### src/rtl/mbox_arb_if.sv
// rtl/mbox_arb_if.sv - requester and mailbox signal bundle for mbox_arb
interface mbox_arb_if #(
  parameter int WB_DW  = 32,
  parameter int WOU_DW = 8
);
  logic              req0_vld_i;
  logic [WB_DW-1:0]  req0_dat_i;
  logic [1:0]        req0_len_i;
  logic              req0_rdy_o;
  logic              req1_vld_i;
  logic [WB_DW-1:0]  req1_dat_i;
  logic [1:0]        req1_len_i;
  logic              req1_rdy_o;
  logic              mbox_wr_o;
  logic [WOU_DW-1:0] mbox_do_o;
  logic              mbox_full_i;
  logic              busy_o;
  logic              owner_o;
  logic [15:0]       word_cnt_o;

  modport slave (
    input  req0_vld_i, req0_dat_i, req0_len_i,
    input  req1_vld_i, req1_dat_i, req1_len_i,
    input  mbox_full_i,
    output req0_rdy_o, req1_rdy_o,
    output mbox_wr_o, mbox_do_o, busy_o, owner_o, word_cnt_o
  );

  modport master (
    output req0_vld_i, req0_dat_i, req0_len_i,
    output req1_vld_i, req1_dat_i, req1_len_i,
    output mbox_full_i,
    input  req0_rdy_o, req1_rdy_o,
    input  mbox_wr_o, mbox_do_o, busy_o, owner_o, word_cnt_o
  );
endinterface

### src/rtl/mbox_arb.sv
// rtl/mbox_arb.sv - two-requester word-to-byte mailbox arbiter
// MBOX_ARB_FIXED_PRIO_EN selects fixed priority (req0 wins ties) instead of round-robin.
module mbox_arb #(
  parameter int WB_DW  = 32,
  parameter int WOU_DW = 8
) (
  input logic       wb_clk_i,
  input logic       wb_rst_n_i,
  mbox_arb_if.slave bus
);
  typedef enum logic {IDLE = 1'b0, SEND = 1'b1} state_e;

  state_e            state_q, state_d;
  logic [WB_DW-1:0]  buf_q, buf_d;
  logic [1:0]        rem_q, rem_d;
  logic              owner_q, owner_d;
  logic [15:0]       word_cnt_q, word_cnt_d;
  logic              any_vld, winner;
  logic              rdy0, rdy1, wr;
  logic [WOU_DW-1:0] dout;

  assign any_vld = bus.req0_vld_i | bus.req1_vld_i;

`ifdef MBOX_ARB_FIXED_PRIO_EN
  always_comb winner = ~bus.req0_vld_i;
`else
  // rr_last_q holds the requester that completed most recently; it loses the next tie.
  logic rr_last_q, rr_last_d;
  always_comb begin
    if (bus.req0_vld_i && bus.req1_vld_i) winner = ~rr_last_q;
    else                                  winner = ~bus.req0_vld_i;
  end
`endif

  always_comb begin
    state_d    = state_q;
    buf_d      = buf_q;
    rem_d      = rem_q;
    owner_d    = owner_q;
    word_cnt_d = word_cnt_q;
`ifndef MBOX_ARB_FIXED_PRIO_EN
    rr_last_d  = rr_last_q;
`endif
    rdy0       = 1'b0;
    rdy1       = 1'b0;
    wr         = 1'b0;
    dout       = '0;
    case (state_q)
      IDLE: begin
        if (any_vld) begin
          rdy0    = ~winner;
          rdy1    = winner;
          buf_d   = winner ? bus.req1_dat_i : bus.req0_dat_i;
          rem_d   = winner ? bus.req1_len_i : bus.req0_len_i;
          owner_d = winner;
          state_d = SEND;
        end
      end
      SEND: begin
        wr   = ~bus.mbox_full_i;
        dout = buf_q[WOU_DW-1:0];
        if (!bus.mbox_full_i) begin
          buf_d = buf_q >> WOU_DW;
          if (rem_q == 2'd0) begin
            state_d    = IDLE;
            word_cnt_d = word_cnt_q + 16'd1;
`ifndef MBOX_ARB_FIXED_PRIO_EN
            rr_last_d  = owner_q;
`endif
          end else begin
            rem_d = rem_q - 2'd1;
          end
        end
      end
      default: state_d = IDLE;
    endcase
  end

  always_ff @(posedge wb_clk_i or negedge wb_rst_n_i) begin
    if (!wb_rst_n_i) begin
      state_q    <= IDLE;
      buf_q      <= '0;
      rem_q      <= '0;
      owner_q    <= 1'b0;
      word_cnt_q <= '0;
`ifndef MBOX_ARB_FIXED_PRIO_EN
      rr_last_q  <= 1'b0;
`endif
    end else begin
      state_q    <= state_d;
      buf_q      <= buf_d;
      rem_q      <= rem_d;
      owner_q    <= owner_d;
      word_cnt_q <= word_cnt_d;
`ifndef MBOX_ARB_FIXED_PRIO_EN
      rr_last_q  <= rr_last_d;
`endif
    end
  end

  // Accept pulses are combinational, so gate them off while reset is held.
  assign bus.req0_rdy_o = rdy0 & wb_rst_n_i;
  assign bus.req1_rdy_o = rdy1 & wb_rst_n_i;
  assign bus.mbox_wr_o  = wr;
  assign bus.mbox_do_o  = dout;
  assign bus.busy_o     = (state_q == SEND);
  assign bus.owner_o    = owner_q;
  assign bus.word_cnt_o = word_cnt_q;
endmodule
### src/flat_wrapper.sv
// flat-port wrapper written by rule: the top's interface ports become plain ports
module mbox_arb_flat 
#(
  parameter int WB_DW  = 32,
  parameter int WOU_DW = 8
)
  (wb_clk_i, wb_rst_n_i, bus_req0_vld_i, bus_req0_dat_i, bus_req0_len_i, bus_req1_vld_i, bus_req1_dat_i, bus_req1_len_i, bus_mbox_full_i, bus_req0_rdy_o, bus_req1_rdy_o, bus_mbox_wr_o, bus_mbox_do_o, bus_busy_o, bus_owner_o, bus_word_cnt_o);
  mbox_arb_if #(.WB_DW(WB_DW), .WOU_DW(WOU_DW)) bus_i ();
  input logic wb_clk_i;
  input logic wb_rst_n_i;
  input wire logic [$bits(bus_i.req0_vld_i)-1:0] bus_req0_vld_i;
  input wire logic [$bits(bus_i.req0_dat_i)-1:0] bus_req0_dat_i;
  input wire logic [$bits(bus_i.req0_len_i)-1:0] bus_req0_len_i;
  input wire logic [$bits(bus_i.req1_vld_i)-1:0] bus_req1_vld_i;
  input wire logic [$bits(bus_i.req1_dat_i)-1:0] bus_req1_dat_i;
  input wire logic [$bits(bus_i.req1_len_i)-1:0] bus_req1_len_i;
  input wire logic [$bits(bus_i.mbox_full_i)-1:0] bus_mbox_full_i;
  output wire logic [$bits(bus_i.req0_rdy_o)-1:0] bus_req0_rdy_o;
  output wire logic [$bits(bus_i.req1_rdy_o)-1:0] bus_req1_rdy_o;
  output wire logic [$bits(bus_i.mbox_wr_o)-1:0] bus_mbox_wr_o;
  output wire logic [$bits(bus_i.mbox_do_o)-1:0] bus_mbox_do_o;
  output wire logic [$bits(bus_i.busy_o)-1:0] bus_busy_o;
  output wire logic [$bits(bus_i.owner_o)-1:0] bus_owner_o;
  output wire logic [$bits(bus_i.word_cnt_o)-1:0] bus_word_cnt_o;
  assign bus_i.req0_vld_i = bus_req0_vld_i;
  assign bus_i.req0_dat_i = bus_req0_dat_i;
  assign bus_i.req0_len_i = bus_req0_len_i;
  assign bus_i.req1_vld_i = bus_req1_vld_i;
  assign bus_i.req1_dat_i = bus_req1_dat_i;
  assign bus_i.req1_len_i = bus_req1_len_i;
  assign bus_i.mbox_full_i = bus_mbox_full_i;
  assign bus_req0_rdy_o = bus_i.req0_rdy_o;
  assign bus_req1_rdy_o = bus_i.req1_rdy_o;
  assign bus_mbox_wr_o = bus_i.mbox_wr_o;
  assign bus_mbox_do_o = bus_i.mbox_do_o;
  assign bus_busy_o = bus_i.busy_o;
  assign bus_owner_o = bus_i.owner_o;
  assign bus_word_cnt_o = bus_i.word_cnt_o;
  mbox_arb #(.WB_DW(WB_DW), .WOU_DW(WOU_DW)) u_core (.wb_clk_i(wb_clk_i), .wb_rst_n_i(wb_rst_n_i), .bus(bus_i));
endmodule
### config.mk
export PLATFORM = sky130hd
export DESIGN_NAME = mbox_arb_flat
export DESIGN_NICKNAME = d
export VERILOG_FILES = /design/src/rtl/mbox_arb_if.sv /design/src/rtl/mbox_arb.sv /design/src/flat_wrapper.sv
export SDC_FILE = /design/constraint.sdc
export NUM_CORES = 1
export LEC_CHECK = 0
export ABC_CLOCK_PERIOD_IN_PS = 1400
export CAP_MARGIN = 0
export CORE_MARGIN = 1.5
export CORE_UTILIZATION = 42
export DETAILED_ROUTE_END_ITERATION = 8
export PLACE_DENSITY = 0.77
export SLEW_MARGIN = 40
export SYNTH_ARGS = -nofsm -noshare
export SYNTH_HDL_FRONTEND = slang
export SYNTH_SLANG_ARGS = --single-unit
### constraint.sdc
create_clock -name wb_clk_i -period 1.4 [get_ports wb_clk_i]
set_input_delay 0.21 -clock wb_clk_i [delete_from_list [all_inputs] [get_ports wb_clk_i]]
set_output_delay 0.21 -clock wb_clk_i [all_outputs]
set_load 0.05 [all_outputs]
After elaboration in Yosys (flattened, before gate mapping)
Cells that the tools add are included.
{ "word_totals": {"ram_bits": 0, "reg_bits": 53, "input_bits": 73, "latchBits": 0, "wordCells": 45, "memories": 0, "mem_bits_ro": 0} }
{ "classes": {"n_shift": 0, "multipliers": 0, "div": 0, "add_sub_neg": 2, "bitwise": 8, "n_eq_ne": 3, "mux": 20, "order_cmp": 0, "n_reduce_logical": 6} }
{ "ops": {"columns": ["operator", "count"], "rows": [
  ["2-to-1 mux 32 bit", 3],
  ["one-hot mux 32 bit (2 select lines)", 1],
  ["adder 16 x 1 -> 16 bit (second input constant)", 1],
  ["2-to-1 mux 1 bit", 9],
  ["2-to-1 mux 2 bit", 4],
  ["2-to-1 mux 8 bit", 1],
  ["AND reduction 3 bit", 2],
  ["NOT 1 bit", 5],
  ["inequality test 2 bit (second input constant)", 2],
  ["one-hot mux 2 bit (2 select lines)", 1],
  ["AND reduction 2 bit", 2],
  ["bitwise AND 1 bit", 2],
  ["zero test 2 bit", 1],
  ["inequality test 2 x 1 -> 1 bit (second input constant)", 1],
  ["one-hot mux 1 bit (2 select lines)", 1],
  ["subtractor 2 x 1 -> 2 bit (second input constant)", 1],
  ["logical AND 1 bit", 1],
  ["OR 1 bit", 1]
]} }

Depth between registers and ports, before layout
Gate-level depths: netlist of run 1.
{ "logic_depth": {"depth_word": 6, "mapped_depth": 7, "mapped_depth_nobuf": 6} }

Least setup slack after synthesis of run 1
No wires, ideal clock.
{ "synth_path": {"path_kind": "reg-to-output", "start": "register u_core.state_q (netlist: u_core.bus.busy_o)", "end": "output bus_req0_rdy_o", "n_path_buf": 3, "path_stages_with_launch": 5, "t_arrival_ns": 2.260, "path_slack_ns": -1.070, "path_cell_list": "dfrtp_1 > buf_6 > buf_2 > clkbuf_1 > nor3b_1"} }
{ "synth_between": {"elab_chain_len": 2} }
{ "synth_lines": {"columns": ["element", "line", "source"], "rows": [
  ["start, declared", "mbox_arb.sv:13", "state_e state_q, state_d;"],
  ["start signal, assigned", "mbox_arb.sv:90", "state_q <= state_d;"],
  ["2-to-1 mux 1 bit", "mbox_arb.sv:48", "case (state_q)"],
  ["bitwise AND 1 bit", "mbox_arb.sv:102", "assign bus.req0_rdy_o = rdy0 & wb_rst_n_i;"],
  ["end, declared", "flat_wrapper.sv:18", "output wire logic [$bits(bus_i.req0_rdy_o)-1:0] bus_req0_rdy_o;"]
]} }
No other way between the ends.

Worst setup path after layout of run 1
{ "layout_path": {"start": "register u_core.rr_last_q", "end": "output bus_req0_rdy_o"} }
{ "layout_between": {"elab_chain_len": 6} }
{ "layout_lines": {"columns": ["element", "line", "source"], "rows": [
  ["start, declared", "mbox_arb.sv:28", "logic rr_last_q, rr_last_d;"],
  ["start signal, assigned", "mbox_arb.sv:96", "rr_last_q <= rr_last_d;"],
  ["NOT 1 bit", "mbox_arb.sv:30", "if (bus.req0_vld_i && bus.req1_vld_i) winner = ~rr_last_q;"],
  ["2-to-1 mux 1 bit", "mbox_arb.sv:30", null],
  ["NOT 1 bit", "mbox_arb.sv:51", "rdy0 = ~winner;"],
  ["2-to-1 mux 1 bit", "mbox_arb.sv:50", "if (any_vld) begin"],
  ["2-to-1 mux 1 bit", "mbox_arb.sv:48", null],
  ["bitwise AND 1 bit", "mbox_arb.sv:102", null]
]} }
No other way between the ends.

==> summary.md, run 1 <==
| Metric | Value |
|---|---|
| Status | finished with violations |
| Violations in the final reports | setup timing |
| Hold violation count in the final report | 0 |
| Mapped Cells | 304 |
| Maximum VDD drop | 924 µV |
| Relative slew margins | 0.633 |
| Slowest stage cell, crit path | dfrtp_1 |
| Antenna-violating nets left | 0 |
| Classification of the worst setup path | reg -> out |
| Minimum clock period | 1560 ps |
| Port-buffer cells | 101 |
| Post-Synthesis Cell Area | 3050 µm² |
| Delay of the slowest critical-path stage | 380 ps |
| Max_cap viols | 0 |
| Number of placed instances, taps included | 515 |
| Met3 Resource Use GR | 0.0280 |
| Routing usage on met2 | 0.394 |
| Area occupied by multi-input gates | 1880 µm² |
| Share of layout cells above drive strength 1 | 0.524 |
| Buffer type at the clock tree root | clkbuf_8 |
| Count of routing violations after the opening detailed-route iteration | 177 |
| Number of nets in the layout | 524 |
| Wire length of the first global-routing pass | 13100 µm |
| Number of fill cells in the layout | 408 |
| Count of cell types in the netlist | 42 |
| Final worst setup slack | -157 ps |
| Final weighted congestion of routability-driven global placement | 0.801 |
| TritonCTS clock tree | built |
| Total number of placement rows | 30 |
| Vias in the first global route | 2712 |
| CP cell instances | nand2b_4, nand2_8, nor3b_4, buf_12 |
| Clock transition at the registers of the reported paths | 90 ps |
| Leakage power | 0.00237 µW |
| Hold crit path type | in -> async |
| Clock tree buffer depth | 2 |
| CP Max Fanout | 4 |
| Total routing resource utilization after global routing | 0.221 |
| Final HPWL from detailed placement | 5930 µm |
| Routed len/inst | 18.3 µm |
| Share of the yosys chip area belonging to registers | 0.434 |
| Overall die area | 7790 µm² |
| Met1 capacity usage during global routing | 0.281 |
| Io pins | 102 |
| Area of all sequential standard cells | 1340 µm² |
| WL final | 10000 µm |
| Y dimension of the die | 88.3 µm |
| Largest net degree at the start of global routing | 43 |
| Post-synthesis async set-or-reset flop share | 1.00 |
| Dpl ws | -352 ps |
| Synth top area cells | dfrtp_1 43%, a31o_2 7.2%, nand2_1 5.9%, o31ai_2 4.1%, a21oi_2 3.7% |
| Number of detailed-routing iterations run before antenna repair | 4 |
| Number of clock sinks | 53 |
| Max-slew violations | 0 |
| Inserted Clock Buffers | 5 |
| Clk Latency, worst-skew pair | 310 ps |
| Data arrival time at the worst-slack endpoint | 1350 ps |
| Share of Yosys cell area claimed by the top area cell type | 0.434 |
| Antenna violations before repair | 0 |
| Kind of start point of the critical path | flop |
| Period utilisation layout | 1.11 |
| Per-cell via count in the routed design | 5.49 |
| Number of warning messages in the yosys log | 0 |
| H-Tree Depth | 2 |
| Fmax | 0.642 GHz |
| Data required time at the worst endpoint | 1190 ps |
| Capturing element type of the critical path | primary output |
| Count of vias placed by the detailed router | 2999 |
| Ys flop type | dfrtp_1 |
| Actual transition at the worst max-transition pin | 551 ps |
| Initial core utilization | 0.442 |
| Area delta synth->final | 77.6% |
| Setup-violating endpoint count in the final report | 47 |
| Unrepaired setup endpoints after global routing | true |
| DRC errors left | 0 |
| Post-synthesis register bit count | 53 |
| EDFF count, synth | 0 |
| Die width | 88.3 µm |
| Antenna diodes | 0 |
| Power per standard cell area | 1760 nW/µm² |
| Biggest area consumer among synthesized cells | dfrtp_1 |
| Nets in the synthesized netlist | 379 |
| Floorplan core area | 6910 µm² |
| Avg Inst Size Synth | 10.0 µm² |
| Most utilized layer in the global route result | met2 |
| Overflow left after global routing | 0 |
| Final worst clock skew | 6.19 ps |
| Post-route non-filler standard cell count | 546 |
-- layout make-up --
class,count,share of cell area
timing repair buffer,161,0.360
multi-input combinational,225,0.346
tap,96,0.0222
inverter,3,0.00254
clock buffer,7,0.0159
clock inverter,1,0.00554
sequential,53,0.247
-- metrics by stage --
stage	setup TNS [ps]	power [µW]	hold slack (ps)	util	cell area, µm²
floorplan	-1650	5250	-85.6	-	3160
global route	-4870	9910	88.0	0.785	5420
CTS	-1740	8630	34.7	0.729	5040
global placement	-9760	6930	180	0.678	4680
finish	-2840	9520	39.6	0.785	5420
detailed placement	-11830	7070	188	0.678	4680
-- cell families after synthesis --
| family | after synthesis | synth area share |
|---|---|---|
| fa+ha+maj | 2 | 0.00820 |
| compound gates | 90 | 0.236 |
| buf+inv | 27 | 0.0656 |
| flops | 53 | 0.434 |
| simple gates | 109 | 0.187 |
| mux | 8 | 0.0262 |
| xor+xnor | 15 | 0.0430 |
-- what timing repair did --
action	4_1_cts	5_1_grt
gates resized for setup	34	61
setup endpoints to repair	49	56
buffers inserted	7	9
endpoints found under the hold margin	11	0
hold buffers	1	0
pin swaps	5	24
gates cloned	2	5
-- placed cells by master, fill, tap and decap left out, types with 4 or more instances in the layout --
cell type        Yosys  routed
o21ai_1              6       6
o31ai_2             10      20
nand2_2              0      12
buf_6                9      10
a21oi_2             13      23
mux2i_1              8       7
buf_12               0      34
buf_4                3      37
nor2_1              28      25
clkdlybuf4s50_1      0      69
xnor2_1             12      11
nand2_4              0       9
dfrtp_1             53      42
nand4_1              4       4
a31o_2              25      23
clkbuf_8             0       6
dfrtp_2              0      11
and2_2               0       8
nand2_1             48      27
-- final timing paths --
path / from / to / slack (ps) / cells past startpoint
max: u_core.rr_last_q / bus_req0_rdy_o / -160 / 4
min: wb_rst_n_i / u_core.rem_q[0] / 40 / 2
max reg2reg: u_core.rr_last_q / u_core.buf_q[14] / -70 / 6
min reg2reg: u_core.buf_q[5] / u_core.buf_q[5] / 480 / 2
max in group asynchronous: wb_rst_n_i / u_core.buf_q[21] / 770 / 3
min in group wb_clk_i: u_core.buf_q[5] / u_core.buf_q[5] / 480 / 2
-- layer usage --
metal | up-vias | wire, µm
li1 | 1369 | -
met1 | 1474 | 3890
met3 | 29 | 598
met4 | 0 | 287
met2 | 127 | 5240
met5 | - | 0
-- Yosys cell counts, types with 3 or more instances --
master and n:
a21oi_1 13, a21oi_2 13, a31o_2 25, and2_1 9
and3_1 3, buf_2 7, buf_4 3, buf_6 9
clkbuf_1 4, dfrtp_1 53, inv_1 3, mux2i_1 8
nand2_1 48, nand4_1 4, nor2_1 28, o21ai_0 3
o21ai_1 6, o31ai_1 14, o31ai_2 10, xnor2_1 12
xor2_1 3
-- sequential cells by signal, summed over array words and instances, names as in the netlist --
name and count:
u_core.bus.owner_o 1, u_core.rem_q 2, u_core.bus.busy_o 1, u_core.bus.word_cnt_o 16, u_core.rr_last_q 1, u_core.buf_q 32
-- report_power, final --
group | internal (µW) | total, µW | switching [µW]
clock | 584 | 1100 | 515
sequential | 2030 | 2500 | 468
combinational | 3000 | 5920 | 2920
-- critical path, delay by kind of cell, from the launching register on --
family                 cells  cell delay, ps
buffers and inverters      1             170
DFF                        1             380
and+or+nand+nor            3             490
(Power assumes the default switching activity.)
==> inputs of run 2 (changes only) <==
--- a/config.mk
+++ b/config.mk
@@ -7,7 +7,6 @@
 export LEC_CHECK = 0
 export ABC_CLOCK_PERIOD_IN_PS = 1400
 export CAP_MARGIN = 0
-export CORE_MARGIN = 1.5
 export CORE_UTILIZATION = 42
 export DETAILED_ROUTE_END_ITERATION = 8
 export PLACE_DENSITY = 0.77
==> summary.md, run 2 (synthesis gave the netlist of run 1 again) <==
| Metric | Value |
|---|---|
| Status | finished with violations (unchanged) |
| Violations in the final reports | setup timing (unchanged) |
| Final HPWL from detailed placement | 5920 µm (was 5930 µm) |
| Buffer and inverter count on the worst path | 2 (was 1) |
| Commonest cells after routing, fill and taps aside | 69 x clkdlybuf4s50_1, 48 x nand2_1, 42 x dfrtp_1 (was 69 x clkdlybuf4s50_1, 42 x dfrtp_1, 37 x buf_4) |
| Routed len/inst | 16.3 µm (was 18.3 µm) |
| Number of cells traversed by the worst register-to-register path | 6 (unchanged) |
| Largest register FFs | 32 (unchanged) |
| Gate family responsible for the most delay along the worst path | flip-flops (was simple AND/OR/NAND/NOR gates) |
| Floorplan core area | 6910 µm² (unchanged) |
| CP Max Fanout | 6 (was 4) |
| Final weighted congestion of routability-driven global placement | 0.800 (was 0.801) |
| Overflow left after global routing | 0 (unchanged) |
| Start point of the critical path | u_core.bus.busy_o (was u_core.rr_last_q) |
| Buffer type at the clock tree root | clkbuf_8 (unchanged) |
| Y dimension of the die | 87.3 µm (was 88.3 µm) |
| Wire length of the first global-routing pass | 13100 µm (about the same) |
| WL final | 8670 µm (was 10000 µm) |
| Portion of total power attributed to the clock network | 0.107 (was 0.115) |
| Period utilisation layout | 1.14 (was 1.11) |
| Clk Latency, worst-skew pair | 300 ps (was 310 ps) |
| Port-buffer cells | 101 (unchanged) |
| H-Tree Depth | 2 (unchanged) |
| Kind of start point of the critical path | flop (unchanged) |
| Slowest stage cell, crit path | dfrtp_2 (was dfrtp_1) |
| Post-route non-filler standard cell count | 532 (was 546) |
| Unrepaired setup endpoints after global routing | true (unchanged) |
| Clock transition at the registers of the reported paths | 100 ps (was 90 ps) |
| Number of clock sinks | 53 (unchanged) |
| Hold crit path type | in -> async (unchanged) |
| Maximum VDD drop | 960 µV (was 924 µV) |
| Io pins | 102 (unchanged) |
| Setup crit end | bus_req0_rdy_o (unchanged) |
| Leakage power | 0.00216 µW (was 0.00237 µW) |
| Number of placed instances, taps included | 510 (was 515) |
| Total routing resource utilization after global routing | 0.222 (was 0.221) |
| R2R Setup Slk | -110 ps (was -70 ps) |
| Vias in the first global route | 2725 (was 2712) |
| Largest net degree at the start of global routing | 51 (was 43) |
| Capturing element type of the critical path | primary output (unchanged) |
| Internal Dissipation | 5090 µW (was 5620 µW) |
| Max-slew violations | 0 (unchanged) |
| Met3 Resource Use GR | 0.0294 (was 0.0280) |
| Inserted Clock Buffers | 5 (unchanged) |
| Share of layout cells above drive strength 1 | 0.431 (was 0.524) |
| Area delta synth->final | 64.8% (was 77.6%) |
| Max_cap viols | 0 (unchanged) |
| Fraction of power consumed by combinational cells | 0.612 (was 0.622) |
| Actual transition at the worst max-transition pin | 645 ps (was 551 ps) |
| CP cell instances | buf_6, nor3b_4, buf_12 (was nand2b_4, nand2_8, nor3b_4, buf_12) |
| Clock tree buffer depth | 2 (unchanged) |
| Overall die area | 7610 µm² (was 7790 µm²) |
| Per-cell via count in the routed design | 5.35 (was 5.49) |
| Flop pwr share | 0.282 (was 0.263) |
| TritonCTS clock tree | built (unchanged) |
| Area occupied by multi-input gates | 1700 µm² (was 1880 µm²) |
| Most common cell after layout, fill and taps aside | clkdlybuf4s50_1 (unchanged) |
| Setup-violating endpoint count in the final report | 46 (was 47) |
| Count of routing violations after the opening detailed-route iteration | 156 (was 177) |
| Reg2reg start | u_core.bus.busy_o (was u_core.rr_last_q) |
| Sw Ratio | 0.408 (was 0.410) |
| Relative slew margins | 0.570 (was 0.633) |
| Most utilized layer in the global route result | met2 (unchanged) |
| Count of vias placed by the detailed router | 2848 (was 2999) |
| Delay of the slowest critical-path stage | 490 ps (was 380 ps) |
| Initial core utilization | 0.442 (unchanged) |
| Cell count along the critical path | 3 (was 4) |
| Total number of placement rows | 30 (unchanged) |
| Met1 capacity usage during global routing | 0.290 (was 0.281) |
| Data required time at the worst endpoint | 1190 ps (about the same) |
| Area of all sequential standard cells | 1340 µm² (unchanged) |
| DRC errors left | 0 (unchanged) |
| Worst hold slack across all endpoints | 107 ps (was 39.6 ps) |
| Die width | 87.3 µm (was 88.3 µm) |
| Classification of the worst setup path | reg -> out (unchanged) |
| Data arrival time at the worst-slack endpoint | 1390 ps (was 1350 ps) |
| Number of fill cells in the layout | 491 (was 408) |
| Final worst clock skew | 4.76 ps (was 6.19 ps) |
| Hold violation count in the final report | 0 (unchanged) |
| Fmax | 0.627 GHz (was 0.642 GHz) |
| Routing usage on met2 | 0.391 (was 0.394) |
| Number of detailed-routing iterations run before antenna repair | 4 (unchanged) |
| Switching power of the nets | 3510 µW (was 3910 µW) |
| Power per standard cell area | 1710 nW/µm² (was 1760 nW/µm²) |
| Reg with most FFs | u_core.buf_q (unchanged) |
| Antenna-violating nets left | 0 (unchanged) |
| Capture point of the worst reg-to-reg path | u_core.buf_q[19] (was u_core.buf_q[14]) |
| Final worst setup slack | -196 ps (was -157 ps) |
| Number of nets in the layout | 510 (was 524) |
| Antenna violations before repair | 0 (unchanged) |
| Minimum clock period | 1600 ps (was 1560 ps) |
| Antenna diodes | 0 (unchanged) |
-- run 2: changes by cell type in the layout (fill, tap and decap cells not counted), moves of 3 or more --
cell and change:
buf_4 -5, clkbuf_16 -3, nand2_4 -9, buf_6 -3
nand2_2 -12, a21oi_1 +3, nand2_1 +21, and2_4 +8
o21ai_0 +3, o31ai_2 -4, and2_2 -8, o31ai_1 +5
-- run 2: worst min-delay path by stage --
stage	start	endpoint	slack, ps	depth (start not counted)
global route	wb_rst_n_i	u_core.buf_q[19]	140	2
CTS	wb_rst_n_i	u_core.bus.word_cnt_o[11]	100	2
finish	wb_rst_n_i	u_core.buf_q[19]	110	2
detailed placement	wb_rst_n_i	u_core.buf_q[26]	30	1
global placement	wb_rst_n_i	u_core.buf_q[26]	30	1
floorplan	wb_rst_n_i	u_core.buf_q[0]	-90	0
-- run 2: routing by layer --
metal / vias to the layer above / part of all wire
met4: 0 / 0.014
met3: 14 / 0.045
li1: 1333 / -
met5: - / 0
met1: 1408 / 0.40
met2: 93 / 0.54
-- run 2: layout make-up --
class	instances	area share
inverters	3	0.00274
repair buffers	148	0.352
flip-flops and latches	53	0.266
well taps	96	0.0239
clock buffers	8	0.0179
multi-input cells	224	0.337
-- run 2: stage by stage --
| stage | setup TNS, ps | area [µm²] | total power (µW) | setup slack (ps) | util |
|---|---|---|---|---|---|
| final | -3490 | 5030 | 8600 | -196 | 0.728 |
| after global routing | -7210 | 5030 | 9030 | -236 | 0.728 |
| after CTS | -3440 | 4910 | 8320 | -150 | 0.712 |
| after detailed placement | -12110 | 4660 | 7050 | -401 | 0.674 |
| after global placement | -10460 | 4660 | 6900 | -296 | 0.674 |
| after floorplan | -1650 | 3160 | 5250 | -258 | - |
-- run 2: power by group through the flow --
| stage | clock [µW] | sequential, µW | combinational, µW |
|---|---|---|---|
| after floorplan | 0 | 2600 | 2650 |
| after global placement | 0 | 2380 | 4520 |
| after detailed placement | 0 | 2420 | 4620 |
| after CTS | 914 | 2400 | 5010 |
| after global routing | 991 | 2480 | 5570 |
| final | 916 | 2420 | 5260 |
-- run 2: repair_timing --
action                     in CTS  in global routing
pin swaps                       4                 15
hold buffers                    1                  0
hold endpoints to repair        3                  0
resized for setup              29                 18
setup endpoints to repair      51                 59
setup buffers                   6                  7
gates cloned                    1                  0
